==> src/rtl/feature_evaluator.sv <==
// ============================================================================
// feature_evaluator : point-to-feature accumulation, weak-classifier and stage
//                     verdict for the cascade evaluator.
// Optional: FEATURE_EVALUATOR_STAGE_SAT_EN saturates the 32-bit stage sum.
// Revision: 1.0
// ============================================================================
`default_nettype none

module feature_evaluator #(
  parameter int ADDR_WIDTH = 30,
  parameter int II_WIDTH   = 32,
  parameter int FEAT_WIDTH = 40
) (
  input  logic                  clk_i,
  input  logic                  rst_i,
  input  logic [ADDR_WIDTH-1:0] addr_ii_i,
  input  logic                  val_ii_i,
  input  logic [3:0]            weight_i,
  input  logic [3:0]            num_point_i,
  input  logic [31:0]           thresholds_i,
  input  logic [1:0]            thresholds_type_i,
  input  logic                  thresholds_val_i,
  input  logic [31:0]           stage_threshold_i,
  input  logic                  stage_threshold_val_i,
  output logic [ADDR_WIDTH-1:0] ii_addr_o,
  output logic                  ii_rd_o,
  input  logic [II_WIDTH-1:0]   ii_data_i,
  output logic                  stage_done_o,
  output logic                  stage_pass_o,
  output logic                  busy_o
);

  typedef enum logic [1:0] {
    ACC     = 2'd0,
    RESOLVE = 2'd1,
    STAGE   = 2'd2
  } state_e;

  state_e                       state_q, state_d;
  logic                         s1_vld_q, s1_vld_d;
  logic                         s1_neg_q, s1_neg_d;
  logic [3:0]                   s1_wgt_q, s1_wgt_d;
  logic                         s2_vld_q, s2_vld_d;
  logic signed [FEAT_WIDTH-1:0] prod_q, prod_d;
  logic signed [FEAT_WIDTH-1:0] feat_acc_q, feat_acc_d;
  logic [1:0]                   pend_q, pend_d;
  logic [31:0]                  thr_q, thr_d;
  logic [31:0]                  lval_q, lval_d;
  logic [31:0]                  rval_q, rval_d;
  logic                         resolve_q, resolve_d;
  logic                         stage_req_q, stage_req_d;
  logic [31:0]                  stage_thr_q, stage_thr_d;
  logic [31:0]                  stage_sum_q, stage_sum_d;

  logic                         w_accept;
  logic                         w_type2;
  logic                         w_resolve;
  logic                         w_fire;
  logic                         w_take_left;
  logic                         w_pass;
  logic signed [FEAT_WIDTH-1:0] w_data_ext;
  logic signed [FEAT_WIDTH-1:0] w_term;
  logic signed [FEAT_WIDTH-1:0] w_wgt_ext;
  logic signed [FEAT_WIDTH-1:0] w_prod;
  logic signed [FEAT_WIDTH-1:0] w_thr_ext;
  logic [31:0]                  w_addend;
  logic [31:0]                  w_sum_next;

  // Corners 4..15 are not real points: no read, no pend increment.
  assign w_accept  = val_ii_i & ~|num_point_i[3:2];
  assign ii_rd_o   = w_accept & ~rst_i;
  assign ii_addr_o = (w_accept & ~rst_i) ? addr_ii_i : '0;

  assign w_data_ext = {{(FEAT_WIDTH-II_WIDTH){1'b0}}, ii_data_i};
  assign w_term     = s1_neg_q ? -w_data_ext : w_data_ext;
  assign w_wgt_ext  = {{(FEAT_WIDTH-4){s1_wgt_q[3]}}, s1_wgt_q};
  assign w_prod     = w_term * w_wgt_ext;

  assign w_thr_ext   = {{(FEAT_WIDTH-32){thr_q[31]}}, thr_q};
  assign w_take_left = feat_acc_q < w_thr_ext;
  assign w_addend    = w_take_left ? lval_q : rval_q;

  assign w_type2   = thresholds_val_i & (thresholds_type_i == 2'd2);
  assign w_resolve = resolve_q & (pend_q == 2'd0);
  assign w_fire    = (state_q == STAGE) & ~resolve_q & (pend_q == 2'd0);
  assign w_pass    = $signed(stage_sum_q) >= $signed(stage_thr_q);

`ifdef FEATURE_EVALUATOR_STAGE_SAT_EN
  logic [32:0] w_sum_wide;
  assign w_sum_wide = {stage_sum_q[31], stage_sum_q} + {w_addend[31], w_addend};
  // Sign bits disagree only on signed overflow; clamp toward the overflow side.
  assign w_sum_next = (w_sum_wide[32] != w_sum_wide[31]) ?
                      (w_sum_wide[32] ? 32'h8000_0000 : 32'h7FFF_FFFF) :
                      w_sum_wide[31:0];
`else
  assign w_sum_next = stage_sum_q + w_addend;
`endif

  always_comb begin
    state_d     = state_q;
    s1_vld_d    = w_accept;
    s1_neg_d    = ^num_point_i[1:0];
    s1_wgt_d    = weight_i;
    s2_vld_d    = s1_vld_q;
    prod_d      = w_prod;
    feat_acc_d  = feat_acc_q;
    pend_d      = pend_q + {1'b0, w_accept} - {1'b0, s2_vld_q};
    thr_d       = thr_q;
    lval_d      = lval_q;
    rval_d      = rval_q;
    resolve_d   = resolve_q;
    stage_req_d = stage_req_q;
    stage_thr_d = stage_thr_q;
    stage_sum_d = stage_sum_q;

    if (thresholds_val_i) begin
      case (thresholds_type_i)
        2'd0:    thr_d  = thresholds_i;
        2'd1:    lval_d = thresholds_i;
        2'd2:    rval_d = thresholds_i;
        default: ;
      endcase
    end
    if (stage_threshold_val_i) stage_thr_d = stage_threshold_i;

    // Resolution needs pend == 0, so it never coincides with an accumulate.
    if (w_resolve) begin
      feat_acc_d  = '0;
      resolve_d   = 1'b0;
      stage_sum_d = w_sum_next;
    end else if (s2_vld_q) begin
      feat_acc_d = feat_acc_q + prod_q;
    end
    if (w_type2) resolve_d = 1'b1;
    if (w_fire) stage_sum_d = '0;

    case (state_q)
      ACC: begin
        if (w_type2) begin
          state_d = RESOLVE;
          if (stage_threshold_val_i) stage_req_d = 1'b1;
        end else if (stage_threshold_val_i) begin
          state_d = STAGE;
        end
      end
      RESOLVE: begin
        if (stage_threshold_val_i) stage_req_d = 1'b1;
        if (w_resolve) begin
          state_d     = (stage_req_q | stage_threshold_val_i) ? STAGE : ACC;
          stage_req_d = 1'b0;
        end
      end
      STAGE: begin
        if (w_fire) state_d = ACC;
      end
      default: state_d = ACC;
    endcase
  end

  always_ff @(posedge clk_i) begin
    if (rst_i) begin
      state_q     <= ACC;
      s1_vld_q    <= 1'b0;
      s1_neg_q    <= 1'b0;
      s1_wgt_q    <= '0;
      s2_vld_q    <= 1'b0;
      prod_q      <= '0;
      feat_acc_q  <= '0;
      pend_q      <= '0;
      thr_q       <= '0;
      lval_q      <= '0;
      rval_q      <= '0;
      resolve_q   <= 1'b0;
      stage_req_q <= 1'b0;
      stage_thr_q <= '0;
      stage_sum_q <= '0;
    end else begin
      state_q     <= state_d;
      s1_vld_q    <= s1_vld_d;
      s1_neg_q    <= s1_neg_d;
      s1_wgt_q    <= s1_wgt_d;
      s2_vld_q    <= s2_vld_d;
      prod_q      <= prod_d;
      feat_acc_q  <= feat_acc_d;
      pend_q      <= pend_d;
      thr_q       <= thr_d;
      lval_q      <= lval_d;
      rval_q      <= rval_d;
      resolve_q   <= resolve_d;
      stage_req_q <= stage_req_d;
      stage_thr_q <= stage_thr_d;
      stage_sum_q <= stage_sum_d;
    end
  end

  assign stage_done_o = w_fire & ~rst_i;
  assign stage_pass_o = w_fire & ~rst_i & w_pass;
  assign busy_o       = ~rst_i & ((state_q != ACC) | (pend_q != 2'd0));

endmodule

`default_nettype wire

==> config.mk <==
export PLATFORM = sky130hd
export DESIGN_NAME = feature_evaluator
export DESIGN_NICKNAME = d
export VERILOG_FILES = /design/src/rtl/feature_evaluator.sv
export SDC_FILE = /design/constraint.sdc
export NUM_CORES = 1
export LEC_CHECK = 0
export BUFFER_PORTS_ARGS = -buffer_cell sky130_fd_sc_hd__buf_4
export CAP_MARGIN = 10
export CORE_ASPECT_RATIO = 0.5
export CORE_UTILIZATION = 55
export DETAILED_ROUTE_END_ITERATION = 8
export PLACE_DENSITY = 0.75
export RECOVER_POWER = 50
export SLEW_MARGIN = 20
export SYNTH_ARGS = -nofsm -noshare
export SYNTH_HDL_FRONTEND = slang
export SYNTH_SLANG_ARGS = --single-unit
export TNS_END_PERCENT = 1
==> constraint.sdc <==
create_clock -name clk_i -period 18.4 [get_ports clk_i]
set_clock_uncertainty 0.15 [all_clocks]
set_input_delay 0.92 -clock clk_i [delete_from_list [all_inputs] [get_ports clk_i]]
set_output_delay 0.92 -clock clk_i [all_outputs]
set_load 0.02 [all_outputs]
==> metrics.cfg <==
[placed_design]
finalWeightedCongestion=0.882
place_hpwl_mm=33.1
port_buffers=174
dp_slack_ns=11.08

[sta]
slew_viol_final=193
post-route-min-period_ns=8.30
finalSetupTns_ns=0
slew_headroom=-2.36
fin_crit_sh=0.451
layout_setup_ws_ns=10.10
clock.fmax_mhz=121
hold_viol=0
grt_setup_unrepaired=no
worstMarginPinSlew_ns=5.04
finalSetupViolCount=0

[logic_synthesis]
synth_mux_area_frac=0.0527
ys_ff_latch=253
syn-instance-count=2348
synth_edf_count=0
synthFlopType=dfxtp_1
synthSimpleGateAreaFrac=0.214
synthAdderAreaFrac=0.218
synth_cell_types=71
ys_async_sr_fraction=0
syn_nets=2784
synth_compound_area_frac=0.163
synth_xor_area_frac=0.0528
ys_seq_area_frac=0.259
avgSynthCellArea_um2=8.33
netlist_area_um2=19600
yosys_warnings=0
synth_top_family_by_area=adder cells

[floorplan]
core.rowCount=48
die-height_um=135
start_util=0.563
dieArea_um2=36400
die_w_um=269
core_area_um2=34800
pin_count=175

[clocking]
ctsRootBufferMaster=clkbuf_16
post_cts_buffers=0
htreeDepth=1
clk_path_buf_depth=3
clk_latency_ns=0.56
clock-sinks=253
cts-resized-gates=0
clk_pin_slew_ns=0.07
cts_tree=done
cts_hold_buffers=0
numCtsBuffers=25

[critical_path]
critPathKind=primary input to flip-flop
cpMaxStageDelayCell=clkbuf_1
crit_family=buffers and inverters
cp.required_ns=18.69
cpMostUsedCell=clkbuf_1
cp_max_fo=111
cp.arrival_ns=8.59
crit_chain=clkbuf_1, clkbuf_1, nor2_1, and3_1, mux2i_1, nand3_1
cp.buffers_inverters=2
slowest_delay_ns=3.48
endpoint_kind=flip-flop
cp-start-kind=primary input

[power_and_ir_drop]
p_comb_frac=0.257
p_leak_nw=10.3
p_sw_frac=0.307
powerDensity_nw_per_um2=70.8
p_clk_frac=0.361
internal_power_w=0.00109
seqPwrFrac=0.382
ir_drop_mv=0.0694
switchingPower_w=0.000481

[detailed_routing]
drt.antenna.violating_nets=0
drt_iter0_drc=1009
num_vias=16000
vias_per_cell=5.42
routedWlPerCell_um=14.8
drc=0
drt_first_pass_iters=5
drt_wl_total_mm=44.0

[finish]
diodes=0
drive_above_1_share=0.121
syn_to_final_growth_pct=13.1
fin_nets=2905
fillers=3054

[global_routing]
grt_overflow=0
grt_pass1_wl_mm=73.2
grt_usage=0.241
antenna_found_initial=0
first_global_vias=14800
grt_max_degree=112

[run_status]
violations=capacitance limit, slew limit
status=finished with violations

[flow_run]
maxCapViolCount=2

[worst_hold_path]
hold_path_class=flip-flop to flip-flop

## metal layers
| layer | up-vias | GRT usage | share of wire |
|---|---|---|---|
| met1 | 7365 | 0.372 | 0.53 |
| li1 | 8343 | - | - |
| met2 | 295 | 0.364 | 0.42 |
| met3 | 43 | 0.0264 | 0.040 |
| met4 | 0 | 0.0388 | 0.014 |
| met5 | - | 0 | 0 |
## path summary, 6_finish.rpt
| path | from | to | slack (ns) | cells after the start |
|---|---|---|---|---|
| setup / recovery | rst_i | feat_acc_q[37] | 10.10 | 6 |
| hold / removal | s1_vld_q | s2_vld_q | 0.29 | 1 |
| setup reg to reg | s1_neg_q | prod_q[35] | 11.53 | 19 |
| hold reg to reg | s1_vld_q | s2_vld_q | 0.29 | 1 |
## placed cells by master, fill, tap and decap left out, types with 52 or more instances in the layout
master,synthesis,routed
a21oi_1,235,235
mux2i_1,67,67
inv_1,120,120
xor2_1,66,65
buf_4,0,186
nor2_1,163,162
dfxtp_1,253,252
ha_1,219,219
fa_1,76,76
xnor2_1,52,52
a21o_1,74,74
and2_1,74,74
nor2b_1,125,125
o21ai_0,84,84
nand2_1,311,311
## synth_stat cells, drive strengths merged (3+ instances only)
cell,count,area share
o21ai,84,0.021
nor3b,9,0.0037
or4,8,0.0038
nand2b,21,0.0067
o2111ai,3,0.0013
a221o,3,0.0015
xor2,66,0.030
and4,5,0.0022
or4b,4,0.0020
a211o,7,0.0031
nand4,26,0.0083
dfxtp,253,0.26
and2,79,0.026
o22ai,3,0.00096
inv,120,0.023
a21oi,235,0.060
nor3,17,0.0043
clkbuf,87,0.017
o21bai,8,0.0031
a211oi,22,0.0084
nand3,26,0.0066
mux2i,67,0.034
o31a,6,0.0027
nor4,7,0.0030
ha,219,0.14
xnor2,52,0.023
mux2,32,0.018
o21a,12,0.0050
nand3b,5,0.0019
nor2b,125,0.040
nor2,163,0.031
a21o,74,0.028
o41ai,7,0.0031
and3b,6,0.0027
fa,76,0.078
and3,12,0.0038
or3,11,0.0038
o211ai,8,0.0031
buf,7,0.0014
or2,9,0.0029
nand2,313,0.061
a31o,3,0.0013
a31oi,11,0.0035
o31ai,14,0.0054
## power groups by stage
stage	clock [W]	combinational, W	sequential, W
final	0.000566	0.000403	0.000598
after global routing	0.000599	0.000454	0.000601
after CTS	0.000576	0.000402	0.000597
after detailed placement	0	0.000396	0.000609
after global placement	0	0.000391	0.000609
after floorplan	0	0.000297	0.000601
## cell families after synthesis
| group | Yosys count |
|---|---|
| compound gates | 521 |
| xor+xnor | 118 |
| fa+ha+maj | 295 |
| buf+inv | 214 |
| flops | 253 |
| mux | 99 |
| simple gates | 848 |
## final cells by class
cell class              instances  area (µm²)  area share
repair buffers                188        1400      0.0634
clock inverters                16         234      0.0106
well taps                     475         594      0.0269
clock buffers                  30         664      0.0300
multi-input cells            1881       13700       0.620
flip-flops and latches        253        5070       0.229
inverters                     120         450      0.0204
## sequential cells by signal (all words and copies together), names as in the netlist
signal / count
stage_sum_q: 32
prod_q: 40
s2_vld_q: 1
s1_vld_q: 1
s1_wgt_q: 4
resolve_q: 1
s1_neg_q: 1
pend_q: 2
stage_req_q: 1
state_q: 2
thr_q: 32
rval_q: 32
feat_acc_q: 40
stage_thr_q: 32
lval_q: 32
## per-stage QoR
step	instances	util	hold slack (ns)	area [µm²]	power [W]
floorplan	2348	-	0.264	19600	0.000898
global placement	2917	0.611	0.268	21200	0.00100
detailed placement	2917	0.611	0.277	21200	0.00101
CTS	2963	0.637	0.291	22100	0.00158
global route	2963	0.636	0.294	22100	0.00165
finish	2963	0.636	0.290	22100	0.00157
Note: power is estimated with default switching activity, not from simulation.
